===== src/rtl/dadda_mul_arbiter.sv =====
// dadda_mul_arbiter: round-robin front end sharing one combinational 8x8
// Dadda multiplier (dada88) between NREQ requesters.  Operands are
// registered ahead of the core and the product is registered after it,
// which gives a 2-stage pipeline with a single valid/ready response channel.
//
// Ports
//   clk, rst          clock, synchronous active-high reset
//   req_valid[NREQ]   per-requester request valid
//   req_ready[NREQ]   per-requester accept (one-hot or zero, combinational)
//   req_a/req_b       8-bit operands, requester i on bits [8i+7:8i]
//   resp_valid        product valid
//   resp_ready        consumer accepts product
//   resp_id[IDW]      index of the requester owning resp_prod
//   resp_prod[16]     unsigned product
// Optional (macro DADDA_ARB_STATS_EN):
//   stat_clr          synchronous clear of all counters (wins over counting)
//   stat_grants       NREQ x 16-bit saturating grant counters
//   stat_stall        16-bit saturating count of resp_valid & !resp_ready cycles

// dada88: combinational unsigned 8x8 Dadda multiplier.
//   a, b  operands
//   op    16-bit product
//   re    64-bit partial-product bus, re[8i+j] = a[j] & b[i]
module dada88 (
  input  logic [7:0]  a,
  input  logic [7:0]  b,
  output logic [15:0] op,
  output logic [63:0] re
);

  // Column-wise Dadda reduction with stage heights 6,4,3,2 followed by a
  // final carry-propagate add of the two remaining rows.  Column heights
  // depend only on the structure, so every loop collapses to fixed wiring.
  // Arrays carry one spare column so carries out of column 15 have a home.
  function automatic logic [15:0] dadda_reduce(input logic [7:0] x,
                                               input logic [7:0] y);
    logic        col [17][16];
    logic        nxt [17][16];
    int unsigned h   [17];
    int unsigned nh  [17];
    int unsigned tgt;
    int unsigned tot;
    int unsigned idx;
    logic        s0, s1, s2;
    logic [15:0] row0, row1;

    for (int unsigned c = 0; c < 17; c++) begin
      h[c] = 0;
      for (int unsigned r = 0; r < 16; r++) col[c][r] = 1'b0;
    end

    for (int unsigned i = 0; i < 8; i++) begin
      for (int unsigned j = 0; j < 8; j++) begin
        col[i+j][h[i+j]] = x[j] & y[i];
        h[i+j]           = h[i+j] + 1;
      end
    end

    for (int unsigned st = 0; st < 4; st++) begin
      case (st)
        0:       tgt = 6;
        1:       tgt = 4;
        2:       tgt = 3;
        default: tgt = 2;
      endcase

      for (int unsigned c = 0; c < 17; c++) begin
        nh[c] = 0;
        for (int unsigned r = 0; r < 16; r++) nxt[c][r] = 1'b0;
      end

      for (int unsigned c = 0; c < 16; c++) begin
        // Output height counts carries already pushed in from column c-1.
        tot = h[c] + nh[c];
        idx = 0;
        for (int unsigned n = 0; n < 8; n++) begin
          if (tot > tgt + 1) begin
            s0 = col[c][idx];
            s1 = col[c][idx+1];
            s2 = col[c][idx+2];
            nxt[c][nh[c]]     = s0 ^ s1 ^ s2;
            nh[c]             = nh[c] + 1;
            nxt[c+1][nh[c+1]] = (s0 & s1) | (s0 & s2) | (s1 & s2);
            nh[c+1]           = nh[c+1] + 1;
            idx               = idx + 3;
            tot               = tot - 2;
          end else if (tot > tgt) begin
            s0 = col[c][idx];
            s1 = col[c][idx+1];
            nxt[c][nh[c]]     = s0 ^ s1;
            nh[c]             = nh[c] + 1;
            nxt[c+1][nh[c+1]] = s0 & s1;
            nh[c+1]           = nh[c+1] + 1;
            idx               = idx + 2;
            tot               = tot - 1;
          end
        end
        for (int unsigned r = 0; r < 16; r++) begin
          if (r >= idx && r < h[c]) begin
            nxt[c][nh[c]] = col[c][r];
            nh[c]         = nh[c] + 1;
          end
        end
      end

      col = nxt;
      h   = nh;
    end

    for (int unsigned c = 0; c < 16; c++) begin
      row0[c] = col[c][0];
      row1[c] = col[c][1];
    end
    return row0 + row1;
  endfunction

  always_comb begin
    re = '0;
    for (int unsigned i = 0; i < 8; i++) begin
      for (int unsigned j = 0; j < 8; j++) begin
        re[8*i+j] = a[j] & b[i];
      end
    end
    op = dadda_reduce(a, b);
  end

endmodule

module dadda_mul_arbiter #(
  parameter int unsigned NREQ = 4,
  parameter int unsigned IDW  = 2
) (
  input  logic              clk,
  input  logic              rst,
  input  logic [NREQ-1:0]   req_valid,
  output logic [NREQ-1:0]   req_ready,
  input  logic [8*NREQ-1:0] req_a,
  input  logic [8*NREQ-1:0] req_b,
  output logic              resp_valid,
  input  logic              resp_ready,
  output logic [IDW-1:0]    resp_id,
  output logic [15:0]       resp_prod
`ifdef DADDA_ARB_STATS_EN
  ,
  input  logic               stat_clr,
  output logic [16*NREQ-1:0] stat_grants,
  output logic [15:0]        stat_stall
`endif
);

  logic                         s1_valid;
  logic [7:0]                   s1_a;
  logic [7:0]                   s1_b;
  logic [IDW-1:0]               s1_id;
  logic [IDW-1:0]               ptr;
  logic [IDW-1:0]               ptr_next;
  logic [IDW-1:0]               grant_idx;
  logic                         grant_any;
  logic                         adv1;
  logic                         adv2;
  logic [7:0]                   sel_a;
  logic [7:0]                   sel_b;
  logic [15:0]                  core_prod;
  // Operand views padded to 2**IDW lanes so grant_idx indexes them exactly.
  logic [(1<<IDW)-1:0][7:0]     a_vec;
  logic [(1<<IDW)-1:0][7:0]     b_vec;

  // Stall chain and round-robin scan starting at ptr.
  always_comb begin
    adv2      = !resp_valid || resp_ready;
    adv1      = !s1_valid || adv2;
    req_ready = '0;
    grant_any = 1'b0;
    grant_idx = '0;
    ptr_next  = ptr;
    if (!rst && adv1) begin
      for (int unsigned off = 0; off < NREQ; off++) begin
        for (int unsigned i = 0; i < NREQ; i++) begin
          if (!grant_any && req_valid[i] && ((32'(ptr) + off) % NREQ == i)) begin
            req_ready[i] = 1'b1;
            grant_any    = 1'b1;
            grant_idx    = IDW'(i);
            ptr_next     = IDW'((i + 1) % NREQ);
          end
        end
      end
    end
  end

  always_comb begin
    a_vec             = '0;
    b_vec             = '0;
    a_vec[NREQ-1:0]   = req_a;
    b_vec[NREQ-1:0]   = req_b;
    sel_a             = a_vec[grant_idx];
    sel_b             = b_vec[grant_idx];
  end

  dada88 u_core (
    .a  (s1_a),
    .b  (s1_b),
    .op (core_prod),
    .re ()
  );

  always_ff @(posedge clk) begin
    if (rst) begin
      s1_valid   <= 1'b0;
      s1_a       <= '0;
      s1_b       <= '0;
      s1_id      <= '0;
      ptr        <= '0;
      resp_valid <= 1'b0;
      resp_prod  <= '0;
      resp_id    <= '0;
    end else begin
      if (adv1) begin
        s1_valid <= grant_any;
        if (grant_any) begin
          s1_a  <= sel_a;
          s1_b  <= sel_b;
          s1_id <= grant_idx;
          ptr   <= ptr_next;
        end
      end
      if (adv2) begin
        resp_valid <= s1_valid;
        resp_prod  <= core_prod;
        resp_id    <= s1_id;
      end
    end
  end

`ifdef DADDA_ARB_STATS_EN
  logic [NREQ-1:0][15:0] grant_cnt;
  logic [15:0]           stall_cnt;

  always_ff @(posedge clk) begin
    if (rst || stat_clr) begin
      grant_cnt <= '0;
      stall_cnt <= '0;
    end else begin
      for (int unsigned i = 0; i < NREQ; i++) begin
        if (req_valid[i] && req_ready[i] && grant_cnt[i] != '1) begin
          grant_cnt[i] <= grant_cnt[i] + 16'd1;
        end
      end
      if (resp_valid && !resp_ready && stall_cnt != '1) begin
        stall_cnt <= stall_cnt + 16'd1;
      end
    end
  end

  assign stat_grants = grant_cnt;
  assign stat_stall  = stall_cnt;
`endif

endmodule


===== config.mk =====
export PLATFORM = sky130hd
export DESIGN_NAME = dadda_mul_arbiter
export DESIGN_NICKNAME = d
export VERILOG_FILES = /design/src/rtl/dadda_mul_arbiter.sv
export SDC_FILE = /design/constraint.sdc
export NUM_CORES = 1
export LEC_CHECK = 0
export CORE_MARGIN = 8
export CORE_UTILIZATION = 56
export DETAILED_ROUTE_END_ITERATION = 12
export PLACE_DENSITY = 0.95
export SETUP_SLACK_MARGIN = 0.2
export SYNTH_ARGS = -nofsm -noshare
export SYNTH_HDL_FRONTEND = slang
export SYNTH_SLANG_ARGS = --single-unit

===== constraint.sdc =====
create_clock -name clk -period 12 [get_ports clk]
set_input_delay 2.4 -clock clk [delete_from_list [all_inputs] [get_ports clk]]
set_output_delay 2.4 -clock clk [all_outputs]
set_load 0.03 [all_outputs]

# After elaboration in Yosys (flattened, before gate mapping)
# Cells that the tools add are included.
[totals] reg_bits=40 input_bits=71 output_inout_bits=23 wordCells=491
[classes] add_sub_neg=4 order_cmp=1 eq_ne=12 n_mux=84 bitwise_logic=323 reduce_logical=59
[op_table] op="$and 1x1->1" n=176
[op_table] op="$logic_not 32->1" n=4
[op_table] op="$xor 1x1->1" n=77
[op_table] op="$or 1x1->1" n=70
[op_table] op="$mux 2" n=31
[op_table] op="$mux 1" n=48
[op_table] op="$bmux 8 s2" n=2
[op_table] op="$logic_and 1x1->1" n=32
[op_table] op="$logic_not 1->1" n=18
[op_table] op="$add 15x15->16" n=1
[op_table] op="$eq 2x2->1 const B" n=8
[op_table] op="$mux 8" n=2
[op_table] op="$reduce_bool 16->1" n=1
[op_table] op="$eq 2x1->1 const B" n=4
[op_table] op="$add 2x2->2 const B" n=2
[op_table] op="$mux 4" n=1
[op_table] op="$reduce_and 4->1" n=1
[op_table] op="$lt 2x3->1 const B" n=1
[op_table] op="$add 2x1->2 const B" n=1
[op_table] op="$logic_or 1x1->1" n=2
[op_table] op="$reduce_and 2->1" n=1

# Longest topological paths before layout
[logic_depth] depth_word=82 ltp_mapped=13 depth_no_buf=13

# Hierarchy
# A second synthesis with hierarchy kept.
[hier_totals] hier_cells=514 hier_area_um2=4085.2
[modules_own_cells] mod="dada88" instances=1 cells_each=276 area_each_um2=2100.8 seq_area_each_um2=0.0
[modules_own_cells] mod="dadda_mul_arbiter" instances=1 cells_each=238 area_each_um2=1984.4 seq_area_each_um2=800.8

# Worst setup path after synthesis
# No wires, ideal clock.
[synth_timing] path_kind="input to output" start="input req_valid[1]" end="output req_ready[3]" arrival_ns=3.468 path_slack_ns=6.132 cell_stages=4 n_path_buf=1 path_cell_list="buf_2 -> nor2_1 -> o21ai_0 -> nor3_1"
[synth_between] elab_chain_len=74 word_cells_on_any_way=77 cone_classes="33 x mux; 44 x reduce/logical"
[synth_rtl] item="start: declaration" line_no="135" source="input logic [NREQ-1:0] req_valid,"
[synth_rtl] item="$logic_and 1x1->1 (2 in a row)" line_no="179" source="if (!grant_any && req_valid[i] && ((32'(ptr) + off) % NREQ == i)) begin"
[synth_rtl] item="$mux 1" line_no="179"
[synth_rtl] item="$mux 1" line_no="176" source="if (!rst && adv1) begin"
[synth_rtl] item="$logic_not 1->1" line_no="179"
[synth_rtl] item="$logic_and 1x1->1 (2 in a row)" line_no="179"
[synth_rtl] item="$mux 1" line_no="179"
[synth_rtl] item="$mux 1" line_no="176"
[synth_rtl] item="$logic_not 1->1" line_no="179"
[synth_rtl] item="(+54 left out)"
[synth_rtl] item="$logic_not 1->1" line_no="179"
[synth_rtl] item="$logic_and 1x1->1 (2 in a row)" line_no="179"
[synth_rtl] item="$mux 1" line_no="179"
[synth_rtl] item="$mux 1" line_no="176"
[synth_rtl] item="$logic_not 1->1" line_no="179"
[synth_rtl] item="$logic_and 1x1->1 (2 in a row)" line_no="179"
[synth_rtl] item="$mux 1 *" line_no="179"
[synth_rtl] item="$mux 4 *" line_no="176"
[synth_rtl] item="end: declaration" line_no="136" source="output logic [NREQ-1:0] req_ready,"
# Mark *: on every way between the ends. The rest lies on a longest branch, timed or not. The select of a mux whose other input is x is not followed.

# Final worst setup path
[layout_timing] start="input rst" end="output req_ready[3]"
[layout_between] elab_chain_len=3
[layout_rtl] item="start: declaration" line_no="134" source="input logic rst,"
[layout_rtl] item="$logic_not 1->1" line_no="176"
[layout_rtl] item="$logic_and 1x1->1" line_no="176"
[layout_rtl] item="$mux 4" line_no="176"
# No other way between the ends.

==> flow_summary_export.csv <==
group,metric,value,unit
outcome,outcome,"finished clean",
cells_and_area,finish.net_count,684,
sta,min_period_over_period,63.59,%
synth,muxShareOfSynthArea,3.986,%
placement,post-dp-hpwl,8756,µm
sta,layout_min_cycle_time,7.631,ns
worst_hold_path,min_path_cells,2,
job,drv.max_cap_violation_count,0,
die,floorplan.initialDensity,56.42,%
worst_setup_path,critPathMostFrequentCell,"clkdlybuf4s50_1",
cts,postCtsHoldBufs,0,
cells_and_area,final_core_utilization,69.48,%
worst_setup_path,crit_cells,5,
sta,worst_clock_skew,0.006997,ns
cells_and_area,fraction_of_layout_instances_using_a_drive_strength_above_1,8.633,%
global_route,grt_antenna_before_repair,0,
cts,cts_tree,"done",
synth,postSynthAreaPerCell,8.913,µm²
cts,post_cts.resized_instances,0,
power,power_dens_cells,116.0,nW/µm²
cts,clk_latency,0.30,ns
sta,tns,0,ns
routing,routed_wirelength,10840,µm
synth,synth-warning-count,0,
worst_setup_path,cp_slowest_cell,"clkdlybuf4s50_1",
synth,part_of_the_yosys_area_used_for_sequential_elements,18.76,%
sta,worst_slack,4.369,ns
synth,synth_enable_flop_cells,0,
worst_setup_path,worst-endpoint-arrival,5.23,ns
synth,syn_inst,479,
routing,drtIter0Drc,207,
cts,cts_setup_buffers,0,
sta,worst-slew-pin-transition,1.116,ns
worst_setup_path,critical_path_peak_fanout,24,
synth,synth-adder-area-share,23.04,%
die,fp-row-count,32,
synth,synth-xor-area-share,0.2052,%
worst_setup_path,critical_path.startpoint_type,"primary input",
cts,clock_tree.buffer_depth,2,
global_route,number_of_global_route_vias_before_repair,4038,
worst_setup_path,end_kind,"primary output",
synth,async_flop_share,0,%
sta,slew_headroom,25.27,%
cts,count_of_clock_tree_sinks,40,
sta,timing.final.hold_violations,0,
worst_setup_path,critical_path.max_stage_delay,1.12,ns
routing,first_pass_iters,4,
placement,numPortBuffers,93,
power,total_leakage_power,0.002245,µW
worst_setup_path,crit_family,"buffers and inverters",
routing,met1_length,4448,µm
placement,pre_cts_slack,4.385,ns
synth,yosysUniqueCellTypes,65,
routing,routed_via_density,5.962,
cts,clk_transition_reported_paths,0.08,ns
sta,slew_violations,0,
synth,synth-compound-area-share,23.53,%
die,die_area,10670,µm²
global_route,largest_net_degree_at_the_start_of_global_routing,29,
worst_setup_path,reg2regPathDepth,13,
cells_and_area,synthToLayoutAreaGrowth,23.15,%
routing,drtAntennaViolNets,0,
routing,top_signal_layer_used,"met4",
synth,synth_simple_gate_area_share,23.48,%
die,design.portCount,94,
cells_and_area,number_of_antenna_diodes,0,
placement,gp_congestion,0.8387,
worst_setup_path,crit_buf_inv,3,
sta,achievable_frequency,131.0,MHz
sta,setup_violations,0,
global_route,grt-ovfl-total,0,
die,core_area,7567,µm²
synth,synthesis.nets,607,
synth,ys.flop_type,"dfxtp_1",
routing,wl_per_cell,16.48,µm
routing,met3_wirelength,634,µm
worst_setup_path,setup_crit_path_kind,"primary input to primary output",
die,chipWidth,103.3,µm
worst_setup_path,path_cells,"clkdlybuf4s50_1, clkinv_1, nand2_1, nor3_1, clkdlybuf4s50_1",
synth,ys_ff_latch,40,
routing,vias,3923,
synth,synth_area,4269,µm²
cts,clock_tree.root_cell,"clkbuf_8",
synth,main_combinational_cell_family_by_area_after_synthesis,"compound AO/OA/AOI/OAI gates",
worst_setup_path,timing.critical_path.required,9.60,ns
power,vdd_ir_drop_max,0.00005221,V
routing,drc,0,
die,die_height,103.3,µm
routing,detailroute.wirelength.met2,5596,µm
sta,rsz_0062_raised_after_global_routing,"no",
cts,ctsHtreeMaxLevel,2,
global_route,global_route_wire_length_before_repair,18400,µm
global_route,gr-usage-all-layers,21.27,%
worst_hold_path,holdCritPathClass,"flop to flop",
cts,tritoncts.num_buffers,5,
-- worst reg2reg max path: stages, from the launching register on --
cell,delay [ns]
dfxtp_1,0.42
and2_1,0.24
fa_1,0.54
inv_1,0.06
fa_1,0.50
inv_1,0.05
fa_1,0.47
fa_1,0.48
ha_1,0.27
or3_1,0.40
a21oi_1,0.24
o21ai_1,0.13
nor4b_1,0.16
a311o_1,0.35
-- synthesized netlist by cell type (2+ instances only) --
cell type | count | share of area (%)
dfxtp_1 | 40 | 19
o22ai_1 | 2 | 0.29
o21ai_1 | 10 | 1.2
ha_1 | 21 | 6.2
mux2i_1 | 17 | 4.0
or4_1 | 3 | 0.53
and3_1 | 3 | 0.44
a31oi_1 | 2 | 0.29
nand3_1 | 11 | 1.3
nand2_2 | 2 | 0.29
nand4_1 | 3 | 0.44
nor3_1 | 5 | 0.59
or3_1 | 4 | 0.59
a211o_1 | 3 | 0.62
buf_6 | 3 | 0.79
buf_2 | 7 | 0.82
o21ai_0 | 11 | 1.3
o211ai_2 | 9 | 2.6
o31a_1 | 10 | 2.1
nand2_1 | 49 | 4.3
o21a_1 | 5 | 0.88
clkbuf_1 | 9 | 0.79
fa_1 | 36 | 17
a21oi_4 | 2 | 0.76
nor2_1 | 13 | 1.1
o21bai_1 | 2 | 0.35
nor4b_1 | 2 | 0.41
a32oi_1 | 2 | 0.41
buf_12 | 2 | 0.94
inv_1 | 34 | 3.0
a211oi_1 | 4 | 0.70
and4_1 | 16 | 3.3
nand2b_1 | 3 | 0.44
and2_1 | 51 | 7.5
o21ai_2 | 9 | 1.8
o31a_2 | 6 | 1.4
nor2b_1 | 2 | 0.29
nor2_4 | 2 | 0.53
a21oi_1 | 24 | 2.8
buf_4 | 2 | 0.35
a21o_1 | 6 | 1.1
o211ai_1 | 9 | 1.6
-- final timing paths --
check	from	end	slack (ns)
hold / removal	resp_prod[5]$_SDFFE_PP0P_	resp_prod[5]$_SDFFE_PP0P_	0.46
setup / recovery	rst	req_ready[3]	4.37
setup reg to reg	s1_b[0]$_SDFFE_PP0P_	resp_prod[11]$_SDFFE_PP0P_	7.58
hold reg to reg	resp_prod[5]$_SDFFE_PP0P_	resp_prod[5]$_SDFFE_PP0P_	0.46
-- cells by family (layout without fill, tap and decap cells) --
family                   Yosys count  after routing
multiplexers                      17             17
buffers and inverters             60            137
AO/OA/AOI/OAI                    129            129
XOR/XNOR                           1              1
adder cells (fa/ha/maj)           57             57
AND/OR/NAND/NOR                  175            175
flip-flops                        40             40
-- layer usage --
layer	global-route usage, %	up-vias
li1	-	1854
met1	24.69	1912
met2	38.36	134
met3	4.485	23
met4	6.118	0
met5	0	-
-- flip-flops by register name, indices dropped and copies added (netlist names) --
| signal | cells |
|---|---|
| resp_prod | 16 |
| s1_a | 8 |
| ptr | 2 |
| s1_id | 2 |
| resp_valid | 1 |
| s1_b | 8 |
| s1_valid | 1 |
| resp_id | 2 |
-- report_power, final --
part           leakage, µW  switching, µW  internal (µW)
logic              0.00187            176            149
registers         0.000331           36.7            159
clock network    0.0000400           50.1           39.4
total              0.00224            263            347
-- per-stage QoR --
| step | instance area (µm²) | total power, µW | hold WS (ns) | cells |
|---|---|---|---|---|
| floorplan | 4269 | 414.6 | 0.4329 | 479 |
| global placement | 5176 | 505.7 | 0.4404 | 651 |
| detailed placement | 5176 | 521.7 | 0.4513 | 651 |
| CTS | 5258 | 608.2 | 0.4630 | 658 |
| global route | 5258 | 653.0 | 0.4865 | 658 |
| finish | 5258 | 610.0 | 0.4600 | 658 |
-- final cells by class --
type                       count  area (µm²)
tap                          102       127.6
inverter                      36       137.6
fill                         528        2310
sequential                    40       800.8
clock buffer                   5       68.82
clock inverter                 2       12.51
timing repair buffer          94       938.4
multi-input combinational    379        3172
-- cell usage in the layout, fill, tap and decap left out, drive strengths merged, types with 3 or more instances in the layout --
master and n:
and2 51, ha 21, inv 35, clkbuf 5
and3 3, or3 4, a211o 3, fa 36
nand3 11, o21a 5, nand4 3, o211ai 18
clkdlybuf4s50 93, dfxtp 40, a211oi 6, a21oi 27
mux2i 17, a21o 7, o31a 16, o21ai 30
and4 16, nand2b 3, or4 3, nor2 15
nor3 6, nand2 51
No activity file was read; power rests on OpenSTA's default activity.
